<file path="config.mk">
export PLATFORM = sky130hd
export DESIGN_NAME = btb_updater
export DESIGN_NICKNAME = d
export VERILOG_FILES = /design/src/rtl/btb_updater.sv
export SDC_FILE = /design/constraint.sdc
export NUM_CORES = 1
export LEC_CHECK = 0
export BUFFER_PORTS_ARGS = -buffer_cell sky130_fd_sc_hd__buf_2
export CORE_MARGIN = 4
export CORE_UTILIZATION = 58
export CTS_BUF_LIST = sky130_fd_sc_hd__clkbuf_4
export DETAILED_ROUTE_END_ITERATION = 10
export PLACE_DENSITY = 0.91
export SYNTH_ARGS = -nofsm -noshare
export SYNTH_HDL_FRONTEND = slang
export SYNTH_SLANG_ARGS = --single-unit
export TNS_END_PERCENT = 5
</file>
<file path="constraint.sdc">
create_clock -name clk -period 3.4 [get_ports clk]
set_input_delay 0.17 -clock clk [delete_from_list [all_inputs] [get_ports clk]]
set_output_delay 0.17 -clock clk [all_outputs]
set_load 0.02 [all_outputs]
</file>
<file path="src/rtl/btb_updater.sv">
// Write side of the branch target buffer: checks resolved control flow against the
// fetch-time prediction, raises refetch redirects and queues counter/target updates.
module btb_updater #(
    parameter int unsigned DEPTH     = 4,
    parameter int unsigned S_INDEX   = 3,
    parameter logic [1:0]  CTR_INIT  = 2'b10,
    parameter int unsigned DEFER_MAX = 3
) (
    input  logic                      clk,
    input  logic                      rst,
    input  logic                      res_valid,
    output logic                      res_ready,
    input  logic [31:0]               res_pc,
    input  logic                      res_is_br,
    input  logic                      res_taken,
    input  logic [31:0]               res_target,
    input  logic                      pred_hit,
    input  logic [1:0]                pred_ctr,
    input  logic [31:0]               pred_target,
    input  logic [31:0]               fetch_raddr,
    output logic                      redirect,
    output logic [31:0]               redirect_pc,
    output logic                      btb_load,
    output logic [31:0]               btb_waddr,
    output logic [33:0]               btb_wdata,
    output logic [31:0]               mispredict_count,
    output logic [$clog2(DEPTH):0]    occupancy
);

    localparam int unsigned PW = $clog2(DEPTH);
    localparam int unsigned CW = PW + 1;
    localparam int unsigned DW = (DEFER_MAX > 0) ? $clog2(DEFER_MAX + 1) : 1;

    logic [31:0]   fifo_pc_q  [DEPTH];
    logic [1:0]    fifo_ctr_q [DEPTH];
    logic [31:0]   fifo_tgt_q [DEPTH];

    logic [PW-1:0] head_q, head_d;
    logic [PW-1:0] tail_q, tail_d;
    logic [CW-1:0] count_q, count_d;
    logic [DW-1:0] defer_q, defer_d;
    logic          redirect_q, redirect_d;
    logic [31:0]   redirect_pc_q, redirect_pc_d;
    logic [31:0]   mis_cnt_q, mis_cnt_d;

    logic          accept;
    logic          pred_taken;
    logic          mispredict;
    logic          upd_valid;
    logic [1:0]    upd_ctr;
    logic [31:0]   upd_tgt;
    logic          redundant;
    logic          push;
    logic          pop;
    logic [S_INDEX-1:0] head_idx;
    logic [S_INDEX-1:0] fetch_idx;
    logic          unused_ok;

    assign accept     = res_valid && res_ready;
    assign pred_taken = pred_hit && pred_ctr[1];
    assign mispredict = (res_taken != pred_taken) ||
                        (res_taken && pred_taken && (res_target != pred_target));

    // Jumps always allocate strongly taken; a cold not-taken branch leaves the BTB untouched.
    always_comb begin
        upd_valid = 1'b1;
        upd_ctr   = 2'b11;
        upd_tgt   = res_target;
        if (res_is_br) begin
            if (pred_hit) begin
                if (res_taken) begin
                    upd_ctr = (pred_ctr == 2'b11) ? 2'b11 : pred_ctr + 2'd1;
                    upd_tgt = res_target;
                end else begin
                    upd_ctr = (pred_ctr == 2'b00) ? 2'b00 : pred_ctr - 2'd1;
                    upd_tgt = pred_target;
                end
            end else if (res_taken) begin
                upd_ctr = CTR_INIT;
                upd_tgt = res_target;
            end else begin
                upd_valid = 1'b0;
            end
        end
    end

    assign redundant = pred_hit && (upd_ctr == pred_ctr) && (upd_tgt == pred_target);
    assign push      = accept && upd_valid && !redundant;

    assign head_idx  = fifo_pc_q[head_q][S_INDEX+1:2];
    assign fetch_idx = fetch_raddr[S_INDEX+1:2];

    // A write into the set fetch is reading is held back, but only for DEFER_MAX cycles.
    assign btb_load  = (count_q != '0) &&
                       ((head_idx != fetch_idx) || (defer_q == DW'(DEFER_MAX)));
    assign pop       = btb_load;

    assign res_ready = count_q < CW'(DEPTH);
    assign btb_waddr = fifo_pc_q[head_q];
    assign btb_wdata = {fifo_ctr_q[head_q], fifo_tgt_q[head_q]};
    assign occupancy = count_q;

    assign redirect         = redirect_q;
    assign redirect_pc      = redirect_pc_q;
    assign mispredict_count = mis_cnt_q;

    assign unused_ok = ^{fetch_raddr[31:S_INDEX+2], fetch_raddr[1:0]};

    always_comb begin
        head_d        = head_q;
        tail_d        = tail_q;
        count_d       = count_q;
        defer_d       = defer_q;
        redirect_d    = 1'b0;
        redirect_pc_d = redirect_pc_q;
        mis_cnt_d     = mis_cnt_q;

        if (push) begin
            tail_d = tail_q + PW'(1);
        end
        if (pop) begin
            head_d  = head_q + PW'(1);
            defer_d = '0;
        end else if (count_q != '0) begin
            defer_d = defer_q + DW'(1);
        end
        case ({push, pop})
            2'b10:   count_d = count_q + CW'(1);
            2'b01:   count_d = count_q - CW'(1);
            default: count_d = count_q;
        endcase

        if (accept && mispredict) begin
            redirect_d    = 1'b1;
            redirect_pc_d = res_taken ? res_target : res_pc + 32'd4;
            if (mis_cnt_q != 32'hFFFF_FFFF) begin
                mis_cnt_d = mis_cnt_q + 32'd1;
            end
        end
    end

    always_ff @(posedge clk or negedge rst) begin
        if (!rst) begin
            head_q        <= '0;
            tail_q        <= '0;
            count_q       <= '0;
            defer_q       <= '0;
            redirect_q    <= 1'b0;
            redirect_pc_q <= '0;
            mis_cnt_q     <= '0;
        end else begin
            head_q        <= head_d;
            tail_q        <= tail_d;
            count_q       <= count_d;
            defer_q       <= defer_d;
            redirect_q    <= redirect_d;
            redirect_pc_q <= redirect_pc_d;
            mis_cnt_q     <= mis_cnt_d;
        end
    end

    // Entry storage needs no reset; validity is tracked entirely by the pointers and count.
    always_ff @(posedge clk) begin
        if (push) begin
            fifo_pc_q[tail_q]  <= res_pc;
            fifo_ctr_q[tail_q] <= upd_ctr;
            fifo_tgt_q[tail_q] <= upd_tgt;
        end
    end

endmodule

</file>
==> run_results.csv <==
group,metric,value,unit
global_routing,grt_pass1_wl,65960,µm
worst_setup_path,critPathArrivalTime,2960,ps
sta,drv_slew,0,
synthesis,yosys-top-cells-area,"edfxtp_1 55%, dfrtp_1 13%, mux4_2 10%",
placed_design,dp_slack,316.5,ps
synthesis,synth_top_area_cell,"edfxtp_1",
worst_setup_path,critPathKind,"reg -> out",
global_routing,grt_pass1_vias,10771,
die,core_area,24460,µm²
synthesis,syn_nets,1013,
sta,final-hold-violation-count,0,
drt,drt_first_pass_iters,5,
die,rows,57,
drt,avgViaCountPerCell,6.056,
sta,max-slew-margin-rel,32.68,%
synthesis,ys.flop_type,"edfxtp_1",
pwr,power.density,739.6,nW/µm²
hold_path,hold_class,"in -> reg",
drt,ant_nets,0,
sta,fmax,319.2,MHz
drt,wirelength,43220,µm
synthesis,syn_area_per_cell,16.73,µm²
sta,fin_ws,267.4,ps
clock_tree,cts_root_buf,"clkbuf_4",
clock_tree,worstSkewPairLatency,720,ps
global_routing,track_usage,31.26,%
sta,final.setup.tns,0,ps
global_routing,grt_overflow,0,
global_routing,grt_max_degree,75,
clock_tree,cts_tree,"built",
drt,avgRoutedWirePerCell,25.53,µm
clock_tree,clock-sinks,338,
synthesis,yosysTopAreaCellShare,54.67,%
synthesis,synth_cell_types,45,
clock_tree,cts_buffers,82,
synthesis,yosysWarnings,0,
synthesis,synthArstFlopShare,21.89,%
die,fp.dieArea,27600,µm²
final_layout,nets,1451,
sta,rsz0062_at_grt,"false",
pwr,power,0.01366,W
worst_setup_path,endpoint_kind,"output port",
synthesis,synth_seq_area_share,67.44,%
die,die_w,166.1,µm
placed_design,placed_cells,1415,
worst_setup_path,cp_max_fo,12,
placed_design,place_congestion,0.9030,
die,die_h,166.1,µm
final_layout,drive_gt1_share,38.97,%
clock_tree,clockBufferDepth,3,
placed_design,hpwl,25040,µm
global_routing,antenna_found_initial,5,
synthesis,postSynthCellCount,867,
synthesis,syn-cell-area,14500,µm²
pwr,vdd_drop_max,598.1,µV
synthesis,synthTopCellsByCount,"264 x edfxtp_1, 74 x dfrtp_1, 74 x xnor2_1",
drt,drc_errors,0,
die,io_pins,272,
final_layout,fin_cells,1693,
placed_design,io_buffers,242,
sta,worst_pin_slew,1002,ps
final_layout,area_growth,27.39,%
clock_tree,ctsResizeCount,0,
worst_setup_path,startpoint_type,"register",
synthesis,synth_edf_count,264,
sta,finalSetupViolCount,0,
drt,drtIter0Drc,1409,
die,start_util,59.28,%
synthesis,synth.most_common_cell,"edfxtp_1",
run,maxCapViolations,0,
drt,vias,10252,
sta,period_needed,3133,ps
sta,fin_crit_sh,92.13,%
sta,skew,47.66,ps
clock_tree,path_clk_slew,80,ps
clock_tree,htree_levels,3,
pwr,p_leak,7.070,nW
worst_setup_path,required,3230,ps
synthesis,ys_seq_elements,338,
status,status,"finished clean",
==> area by class of cell <==
| class | count | area (µm²) |
|---|---|---|
| Sequential cell | 338 | 9784 |
| Fill cell | 1335 | 5989 |
| Multi-Input combinational cell | 476 | 4507 |
| Timing Repair Buffer | 392 | 2665 |
| Clock buffer | 122 | 915.9 |
| Tap cell | 324 | 405.4 |
| Clock inverter | 22 | 128.9 |
| Inverter | 15 | 56.30 |
| Antenna cell | 4 | 10.01 |
==> worst max-delay path, cell delays in order (launching register included) <==
cell	delay (ps)
dfrtp_4	590
mux4_2	570
xor2_1	170
or4_4	570
o31a_4	170
buf_2	180
==> where the power goes <==
group	switching (W)	internal, W
clock	0.00169	0.00172
sequential	0.000377	0.00518
combinational	0.00281	0.00189
total	0.00488	0.00879
==> path summary, 6_finish.rpt <==
kind,from,endpoint,slack (ps),depth (start not counted)
worst max-delay path,head_q[0]$_DFFE_PN0P_,btb_load,270,5
worst min-delay path,res_taken,redirect_pc[25]$_DFFE_PN0P_,50,4
worst max register to register,head_q[0]$_DFFE_PN0P_,occupancy[2]$_DFFE_PN0P_,330,10
worst min register to register,mispredict_count[7]$_DFFE_PN0P_,mispredict_count[7]$_DFFE_PN0P_,500,1
max in group asynchronous,rst,head_q[0]$_DFFE_PN0P_,2520,2
min in group asynchronous,rst,head_q[0]$_DFFE_PN0P_,170,2
==> metrics by stage <==
step                utilization, %  cell area [µm²]  hold WS (ps)
floorplan                        -            14500        -125.6
global placement             65.88            16120         387.1
detailed placement           65.88            16120         392.1
CTS                          75.47            18460         6.194
global route                 75.51            18470         28.03
finish                       75.52            18470         51.45
==> layer usage <==
metal,track usage [%],routed length (µm),up-vias
li1,-,-,4278
met1,38.31,14620,5070
met2,52.88,22070,765
met3,8.427,4628,135
met4,13.41,1875,4
met5,0,25,-
==> logic make-up after synthesis <==
| family | share of synthesized area, % |
|---|---|
| simple gates | 6.721 |
| compound gates | 1.941 |
| fa+ha+maj | 0.9146 |
| mux | 15.47 |
| buf+inv | 1.536 |
| xor+xnor | 5.979 |
| flops | 67.44 |
==> registers in the layout, indices dropped and copies added, names as in the netlist <==
register          flops
redirect              1
fifo_pc_q           128
occupancy             3
mispredict_count     32
head_q                2
tail_q                2
fifo_tgt_q          128
redirect_pc          32
defer_q               2
fifo_ctr_q            8
==> cell usage in the layout, fill, tap and decap left out, drive strengths merged, types with 32 or more instances in the layout <==
master,count
mux4,66
nand4,34
edfxtp,264
dlygate4sd3,130
nand2,49
mux2,61
buf,262
xnor2,74
clkbuf,122
dfrtp,74
nand3,32
==> timing repair <==
action / in CTS / in global routing
endpoints found under the hold margin: 370 / 0
hold buffers: 130 / 0
buffers inserted: 0 / 0
Power figures use the tool's default switching activity.
